### config.mk
export PLATFORM = sky130hd
export DESIGN_NAME = instr_realign_buffer
export DESIGN_NICKNAME = d
export VERILOG_FILES = /design/src/rtl/instr_realign_buffer_pkg.sv /design/src/rtl/instr_realign_buffer_halfword_fifo.sv /design/src/rtl/instr_realign_buffer.sv
export SDC_FILE = /design/constraint.sdc
export NUM_CORES = 1
export LEC_CHECK = 0
export CAP_MARGIN = 25
export CORE_AREA = 2 2 193 195
export DETAILED_ROUTE_END_ITERATION = 8
export DIE_AREA = 0 0 195 197
export HOLD_SLACK_MARGIN = 0.08
export PLACE_DENSITY = 0.56
export SLEW_MARGIN = 10
export SYNTH_ARGS = -nofsm -noshare
export SYNTH_HDL_FRONTEND = slang
export SYNTH_SLANG_ARGS = --single-unit
### constraint.sdc
create_clock -name clk -period 3.1 [get_ports clk]
set_input_delay 0.62 -clock clk [delete_from_list [all_inputs] [get_ports clk]]
set_output_delay 0.62 -clock clk [all_outputs]
set_load 0.005 [all_outputs]
### src/rtl/instr_realign_buffer_pkg.sv
// rtl/instr_realign_buffer_pkg.sv - shared types, widths and decode helper for the realignment buffer
// Contents: FETCH_W/HW_W widths, fetch_word_type, if_id_type (IF/ID payload), is_compressed().
package instr_realign_buffer_pkg;

    localparam int FETCH_W = 32;
    localparam int HW_W    = 16;

    typedef struct packed {
        logic [FETCH_W-1:0] addr;
        logic [FETCH_W-1:0] data;
    } fetch_word_type;

    typedef struct packed {
        logic [31:0] pc;
        logic [31:0] instruction;
        logic        compflg;
    } if_id_type;

    // Any low-bit pattern other than 2'b11 marks a 16-bit instruction.
    function automatic logic is_compressed(input logic [HW_W-1:0] hw);
        return hw[1:0] != 2'b11;
    endfunction

endpackage

### src/rtl/instr_realign_buffer_halfword_fifo.sv
// rtl/instr_realign_buffer_halfword_fifo.sv - circular halfword queue, 0/1/2 push and 0/1/2 pop per cycle
// Ports: clk, reset (async, active-high), clear (sync discard), push_n/push_hw0/push_hw1 (write side),
//        pop_n (read side), count (occupancy), hw0/hw1 (head and next halfword).
module halfword_fifo
    import instr_realign_buffer_pkg::*;
#(
    parameter int DEPTH_HW = 8
) (
    input  logic                      clk,
    input  logic                      reset,
    input  logic                      clear,
    input  logic [1:0]                push_n,
    input  logic [HW_W-1:0]           push_hw0,
    input  logic [HW_W-1:0]           push_hw1,
    input  logic [1:0]                pop_n,
    output logic [$clog2(DEPTH_HW):0] count,
    output logic [HW_W-1:0]           hw0,
    output logic [HW_W-1:0]           hw1
);

    localparam int AW = $clog2(DEPTH_HW);

    logic [HW_W-1:0] mem_q [DEPTH_HW];
    logic [HW_W-1:0] mem_d [DEPTH_HW];
    logic [AW-1:0]   rd_ptr_q, rd_ptr_d;
    logic [AW-1:0]   wr_ptr_q, wr_ptr_d;
    logic [AW:0]     count_q, count_d;

    always_comb begin
        mem_d    = mem_q;
        rd_ptr_d = rd_ptr_q;
        wr_ptr_d = wr_ptr_q;
        count_d  = count_q;
        if (clear) begin
            rd_ptr_d = '0;
            wr_ptr_d = '0;
            count_d  = '0;
        end else begin
            if (push_n != 2'd0) mem_d[wr_ptr_q] = push_hw0;
            // Pointer arithmetic is AW bits wide so the second slot wraps naturally.
            if (push_n == 2'd2) mem_d[wr_ptr_q + AW'(1)] = push_hw1;
            wr_ptr_d = wr_ptr_q + AW'(push_n);
            rd_ptr_d = rd_ptr_q + AW'(pop_n);
            count_d  = count_q + (AW+1)'(push_n) - (AW+1)'(pop_n);
        end
    end

    // Storage needs no reset: count gates every use of its contents.
    always_ff @(posedge clk) begin
        mem_q <= mem_d;
    end

    always_ff @(posedge clk or posedge reset) begin
        if (reset) begin
            rd_ptr_q <= '0;
            wr_ptr_q <= '0;
            count_q  <= '0;
        end else begin
            rd_ptr_q <= rd_ptr_d;
            wr_ptr_q <= wr_ptr_d;
            count_q  <= count_d;
        end
    end

    assign count = count_q;
    assign hw0   = mem_q[rd_ptr_q];
    assign hw1   = mem_q[rd_ptr_q + AW'(1)];

endmodule

### src/rtl/instr_realign_buffer.sv
// rtl/instr_realign_buffer.sv - fetch-side halfword realignment buffer feeding the IF/ID register
// Macro: C_EXT_EN enables compressed decode and halfword-aligned PCs; undefined = 32-bit only.
// Ports: clk, reset (async, active-high), flush/flush_pc (redirect),
//        fetch_addr/fetch_valid/fetch_ready/fetch_data (word-aligned fetch side),
//        out_valid/out_ready/out (one if_id_type instruction per cycle).
module instr_realign_buffer
    import instr_realign_buffer_pkg::*;
#(
    parameter int          DEPTH_HW = 8,
    parameter logic [31:0] RESET_PC = 32'h0000_0000
) (
    input  logic         clk,
    input  logic         reset,
    input  logic         flush,
    input  logic [31:0]  flush_pc,
    output logic [31:0]  fetch_addr,
    input  logic         fetch_valid,
    output logic         fetch_ready,
    input  logic [31:0]  fetch_data,
    output logic         out_valid,
    input  logic         out_ready,
    output if_id_type    out
);

    localparam int CW = $clog2(DEPTH_HW) + 1;

`ifdef C_EXT_EN
    localparam logic [31:0] PC_MASK = 32'hFFFF_FFFE;
`else
    localparam logic [31:0] PC_MASK = 32'hFFFF_FFFC;
`endif

    localparam logic [31:0] RESET_PC_EFF = RESET_PC & PC_MASK;

    logic [CW-1:0]   count;
    logic [HW_W-1:0] hw0, hw1;
    logic            head_comp;
    logic            push, pop;
    logic [1:0]      push_n, pop_n;
    logic [HW_W-1:0] push_hw0;
    logic [31:0]     flush_pc_eff;

    logic [31:0] out_pc_q, out_pc_d;
    logic [31:0] fetch_addr_q, fetch_addr_d;
    logic        skip_lo_q, skip_lo_d;

`ifdef C_EXT_EN
    assign head_comp = is_compressed(hw0);
`else
    assign head_comp = 1'b0;
`endif

    assign flush_pc_eff = flush_pc & PC_MASK;
    assign out_valid    = ((count >= CW'(1)) && head_comp) || ((count >= CW'(2)) && !head_comp);
    // Worst case push is two halfwords, so leave room for both.
    assign fetch_ready  = count <= CW'(DEPTH_HW - 2);
    assign push         = fetch_valid && fetch_ready && !flush;
    assign pop          = out_valid && out_ready && !flush;
    assign push_n       = push ? (skip_lo_q ? 2'd1 : 2'd2) : 2'd0;
    assign push_hw0     = skip_lo_q ? fetch_data[31:16] : fetch_data[15:0];
    assign pop_n        = pop ? (head_comp ? 2'd1 : 2'd2) : 2'd0;
    assign fetch_addr   = fetch_addr_q;

    halfword_fifo #(
        .DEPTH_HW (DEPTH_HW)
    ) u_fifo (
        .clk      (clk),
        .reset    (reset),
        .clear    (flush),
        .push_n   (push_n),
        .push_hw0 (push_hw0),
        .push_hw1 (fetch_data[31:16]),
        .pop_n    (pop_n),
        .count    (count),
        .hw0      (hw0),
        .hw1      (hw1)
    );

    always_comb begin
        out_pc_d     = out_pc_q;
        fetch_addr_d = fetch_addr_q;
        skip_lo_d    = skip_lo_q;
        if (flush) begin
            out_pc_d     = flush_pc_eff;
            fetch_addr_d = flush_pc_eff & 32'hFFFF_FFFC;
            // A target in the upper half of a word drops that word's low half.
            skip_lo_d    = flush_pc_eff[1];
        end else begin
            if (push) begin
                fetch_addr_d = fetch_addr_q + 32'd4;
                skip_lo_d    = 1'b0;
            end
            if (pop) out_pc_d = out_pc_q + (head_comp ? 32'd2 : 32'd4);
        end
    end

    always_ff @(posedge clk or posedge reset) begin
        if (reset) begin
            out_pc_q     <= RESET_PC_EFF;
            fetch_addr_q <= RESET_PC_EFF & 32'hFFFF_FFFC;
            skip_lo_q    <= RESET_PC_EFF[1];
        end else begin
            out_pc_q     <= out_pc_d;
            fetch_addr_q <= fetch_addr_d;
            skip_lo_q    <= skip_lo_d;
        end
    end

    always_comb begin
        out = '0;
        if (count != '0) begin
            out.pc          = out_pc_q;
            out.compflg     = head_comp;
            out.instruction = head_comp ? {16'h0000, hw0} : {hw1, hw0};
        end
    end

endmodule

## Yosys cells after proc, flatten, opt, wreduce, memory -nomap -nowiden

Cells that the tools add are included.

- Register bits after elaboration: 203
- Input port bits: 69
- Word-level logic and storage cells: 75

- $add $sub $neg: 8
- $lt $le $gt $ge: 8
- Equality and inequality tests: 1
- Muxes and demuxes: 29
- Bitwise gates (word level): 4
- Reduce and logical (&&, ||, !) cells: 11

Operators by type and width:

| operator | count |
|---|---|
| 128-bit two-way mux | 3 |
| 128-bit bitwise mux | 2 |
| 32-bit two-way mux | 4 |
| 16-bit two-way mux | 7 |
| 16-bit binary-select mux with 3-bit select | 2 |
| 16-bit demux with 3-bit select | 2 |
| 65-bit two-way mux | 1 |
| 32-bit by 3-bit adder with 32-bit output, second input constant | 2 |
| 4-bit greater-or-equal comparator, second input constant | 4 |
| 3-bit inverter with 4-bit output | 4 |
| 4-bit by 1-bit less-than comparator with 1-bit output, second input constant | 2 |
| 3-bit by 1-bit adder with 3-bit output, second input constant | 2 |
| 3-bit by 2-bit adder with 3-bit output | 2 |
| 1-bit logical AND | 6 |
| 2-bit two-way mux | 3 |
| 3-bit two-way mux | 2 |
| 2-bit nonzero test | 3 |
| 4-bit by 2-bit adder with 4-bit output | 1 |
| 4-bit by 2-bit greater-or-equal comparator with 1-bit output, second input constant | 1 |
| 4-bit by 3-bit <= comparator with 1-bit output, second input constant | 1 |
| 4-bit two-way mux | 1 |
| 4-bit nonzero test | 1 |
| 4-bit by 2-bit subtractor with 4-bit output | 1 |
| 2-bit == test, second input constant | 1 |
| 2 further kinds | 3 |

## Logic depth before layout (Yosys ltp)

- Depth after elaboration: 10
- Gate-level depth with buffers: 12

## Hierarchy

Synthesis repeated with hierarchy kept, for this count alone.

- Cell total of the unflattened synthesis: 1470
- Area total of the unflattened synthesis: 14046.0 µm²

By module, submodules not included:

| module | instances | cells each | area each (µm²) | sequential area each (µm²) |
|---|---|---|---|---|
| halfword_fifo | 1 | 996 | 9967.1 | 4093.9 |
| instr_realign_buffer | 1 | 474 | 4078.9 | 1501.4 |

## Worst setup path after synthesis

OpenSTA, ideal clock, no wires.

- Kind: in2reg
- Start: in flush
- End: reg u_fifo.mem_q[0] in the netlist's numbering (enable)
- Setup time: 0.541 ns
- Arrival time: 4.660 ns
- Data required time: 2.559 ns
- Path slack: -2.102 ns
- Stages on the path: 3
- Path buffers: 2
- Cell sequence: inv_2 -> clkbuf_1 -> buf_1

RTL lines:

| element | line | text |
|---|---|---|
| start, declared | instr_realign_buffer.sv:14 | `input logic flush,` |
| end signal, assigned | instr_realign_buffer_halfword_fifo.sv:50 | `mem_q <= mem_d;` |
| end, declared | instr_realign_buffer_halfword_fifo.sv:23 | `logic [HW_W-1:0] mem_q [DEPTH_HW];` |

No word-level cell between the ends.

==> impl_metrics.ini <==
[detailed_routing]
drt_iter0_markers = 350
num_vias = 6707
drc = 0
wl_per_cell_um = 19.0
avgViaCountPerCell = 4.80
ant_nets = 0
first_pass_iters = 4
drt_wl_total_um = 26500

[yosys]
yosysSeqAreaShare_pct = 51.4
synth-adder-area-share_pct = 1.07
synthDistinctLibCells = 50
synth_ff_type = edfxtp_1
muxShareOfSynthArea_pct = 26.8
syn_area_mm2 = 0.0107
synth-async-reset-ratio_pct = 34.4
synth-simple-area-share_pct = 11.5
synth-seq-cells = 195
synthCells = 750
synth_compound_area_share_pct = 1.99
synthXorXnorAreaFrac_pct = 4.08
synth_largest_area_cell = edfxtp_1
synth_top_family_by_area = multiplexers
synth_top_area_share_pct = 35.8
ys_warn_count = 0
synth_area_leaders = edfxtp_1, dfrtp_1, mux2_4
syn_avg_cell_area_um2 = 14.3
synth_edf_count = 128
yosysMostFrequentCell = edfxtp_1
synthTopCellsByCount = edfxtp_1, mux2_2, mux2_4

[cells_and_area]
seq_area_mm2 = 0.00552
nets = 991
fillers = 3512
drive_gt1_share_pct = 28.2
multi_input_area_mm2 = 0.00491
area_delta_synth_final_pct = 26.5

[grt]
grt_use_met2_pct = 22.1
grt_pass1_wl_um = 41700
grt_usage_pct = 14.1
grt_max_degree = 197
grt-ovfl-total = 0
grt_pass1_vias = 6827
use_met1_pct = 19.7
antenna_found_initial = 1
top_usage_layer = met2
met3_usage_pct = 3.23

[floorplan]
boundaryPins = 168
start_util_pct = 29.6
coreArea_mm2 = 0.0363
die_y_um = 197
fp.dieW_um = 195
dieArea_mm2 = 0.0384
row_count = 70

[sta]
finalSetupViolations = 0
rsz0062_at_grt = false
hold_viol = 0
fin_setup_tns_ns = 0
min_period_over_period_pct = 94.4
tightest_slew_ns = 1.32
maxSlewViolCount = 0
final.setup_skew_ns = 0.0105
worst_slack_ns = 0.173
fmax_mhz = 342
slew_headroom_pct = 12.2
fin_crit_ns = 2.93
whs_ns = 0.495

[clock_tree]
clk_root_buffer_cell = clkbuf_16
cts_made_buffers = 17
cts_sinks = 195
cts.clk_slew.worst_paths_ns = 0.07
cts_tree = built
clockBufferDepth = 2
clkLatencyLatePin_ns = 0.44
holdBufCountCts = 0
htreeDepth = 4

[setup_path]
slowest_delay_ns = 0.51
startpoint_type = register
critPathTopFamily = buffers and inverters
endpoint_kind = output port
crit_type = reg2out
cp_cell_sequence = buf_12, mux4_2, and2_1, clkdlybuf4s50_1
cp_max_fo = 16
crit_arrival_ns = 2.31
cp_slowest_cell = mux4_2
cp.buffers_inverters = 2
worstPathRequired_ns = 2.48

[placement]
dp_slack_ns = 0.232
io_buffers = 160
gp_congestion = 0.769
hpwlAfterDp_um = 17300

[pwr]
p_per_area_mw_per_mm2 = 616
power.total_uw = 8360
peakVddDrop_mv = 0.398
leakagePower_uw = 0.00516

[hold_path]
hold_path.class = in2async

[flow_run]
cap_violations = 0

[run_status]
status = finished clean
==> power breakdown <==
part / internal (µW) / leakage (µW) / switching (µW)
clock: 1270 / 0.000280 / 1050
combinational: 1620 / 0.00285 / 1110
sequential: 3080 / 0.00203 / 234
==> cell usage in the layout, fill, tap and decap left out, types with 3 or more instances in the layout <==
master           count
clkdlybuf4s50_1    160
edfxtp_1           128
mux2_2              83
mux2_4              75
dfrtp_1             65
and2_1              62
xnor2_1             38
mux4_2              32
nand3_1             26
nor2_1              22
nand4_1             22
nand2_1             18
buf_4               18
clkbuf_16           17
and3_1              16
xor2_1              12
a31oi_1             11
inv_1               10
o21ai_0             10
or3_1                9
buf_12               9
a21boi_0             8
mux2i_1              6
ha_1                 6
conb_1               5
a21oi_1              4
nand2b_1             4
mux2_1               3
nor3_1               3
nor3_2               3
clkinv_4             3
bufinv_16            3
==> worst reg2reg max path: cells and delay by family (launching register included) <==
kind / cells / cell delay [ns]
XOR/XNOR: 1 / 0.14
adder cells (fa/ha/maj): 3 / 1.11
buffers and inverters: 4 / 0.43
flip-flops: 1 / 0.42
AND/OR/NAND/NOR: 3 / 0.38
==> kinds of logic (layout without fill, tap and decap cells) <==
kind of cell | Yosys count | after routing
and+or+nand+nor | 203 | 203
muxes | 199 | 199
DFF | 195 | 195
buffers and inverters | 59 | 232
xor gates and xnor gates | 50 | 50
AOI/OAI and AO/OA | 35 | 35
adders and majority gates | 8 | 8
other | 1 | 7
==> path summary, 6_finish.rpt <==
check,from,cells past startpoint,slack (ns),to
max,u_fifo.rd_ptr_q[2],4,0.17,out[14]
min,reset,2,0.49,u_fifo.wr_ptr_q[1]
max reg2reg,u_fifo.count[2],11,0.52,u_fifo.count[3]
min reg2reg,u_fifo.mem_q[120],1,0.56,u_fifo.mem_q[120]
max in group asynchronous,reset,3,1.84,fetch_addr[29]
min in group clk,u_fifo.mem_q[120],1,0.56,u_fifo.mem_q[120]
==> layer usage <==
metal  vias to the layer above  share of wire, %  routed length (µm)
met2                       165                46               12200
met5                         -             0.045                  12
met1                      3400                49               12900
li1                       3124                 -                   -
met4                         2              0.97                 257
met3                        16               4.2                1120
==> final cells by class <==
type / count / share of cell area [%]
sequential: 195 / 40.7
multi-input combinational: 500 / 36.1
timing repair buffer: 187 / 14.1
tap: 468 / 4.31
clock buffer: 19 / 3.19
clock inverter: 13 / 1.18
inverter: 13 / 0.396
antenna: 2 / 0.0368
==> registers in the layout, indices dropped and copies added (netlist names) <==
signal / flops
fetch_addr: 30
u_fifo.wr_ptr_q: 2
out_pc_q: 30
u_fifo.rd_ptr_q: 2
u_fifo.mem_q: 128
u_fifo.count: 3
==> per-stage QoR <==
stage | instances | utilization (%) | area [µm²]
after floorplan | 754 | - | 10800
after global placement | 1362 | 35.8 | 13000
after detailed placement | 1362 | 35.8 | 13000
after CTS | 1395 | 37.5 | 13600
after global routing | 1395 | 37.5 | 13600
final | 1397 | 37.5 | 13600
==> repair_timing <==
action | CTS | global route
setup endpoints to repair | 61 | 0
resized for setup | 2 | 0
setup buffers | 1 | 0
Power figures use the tool's default switching activity.
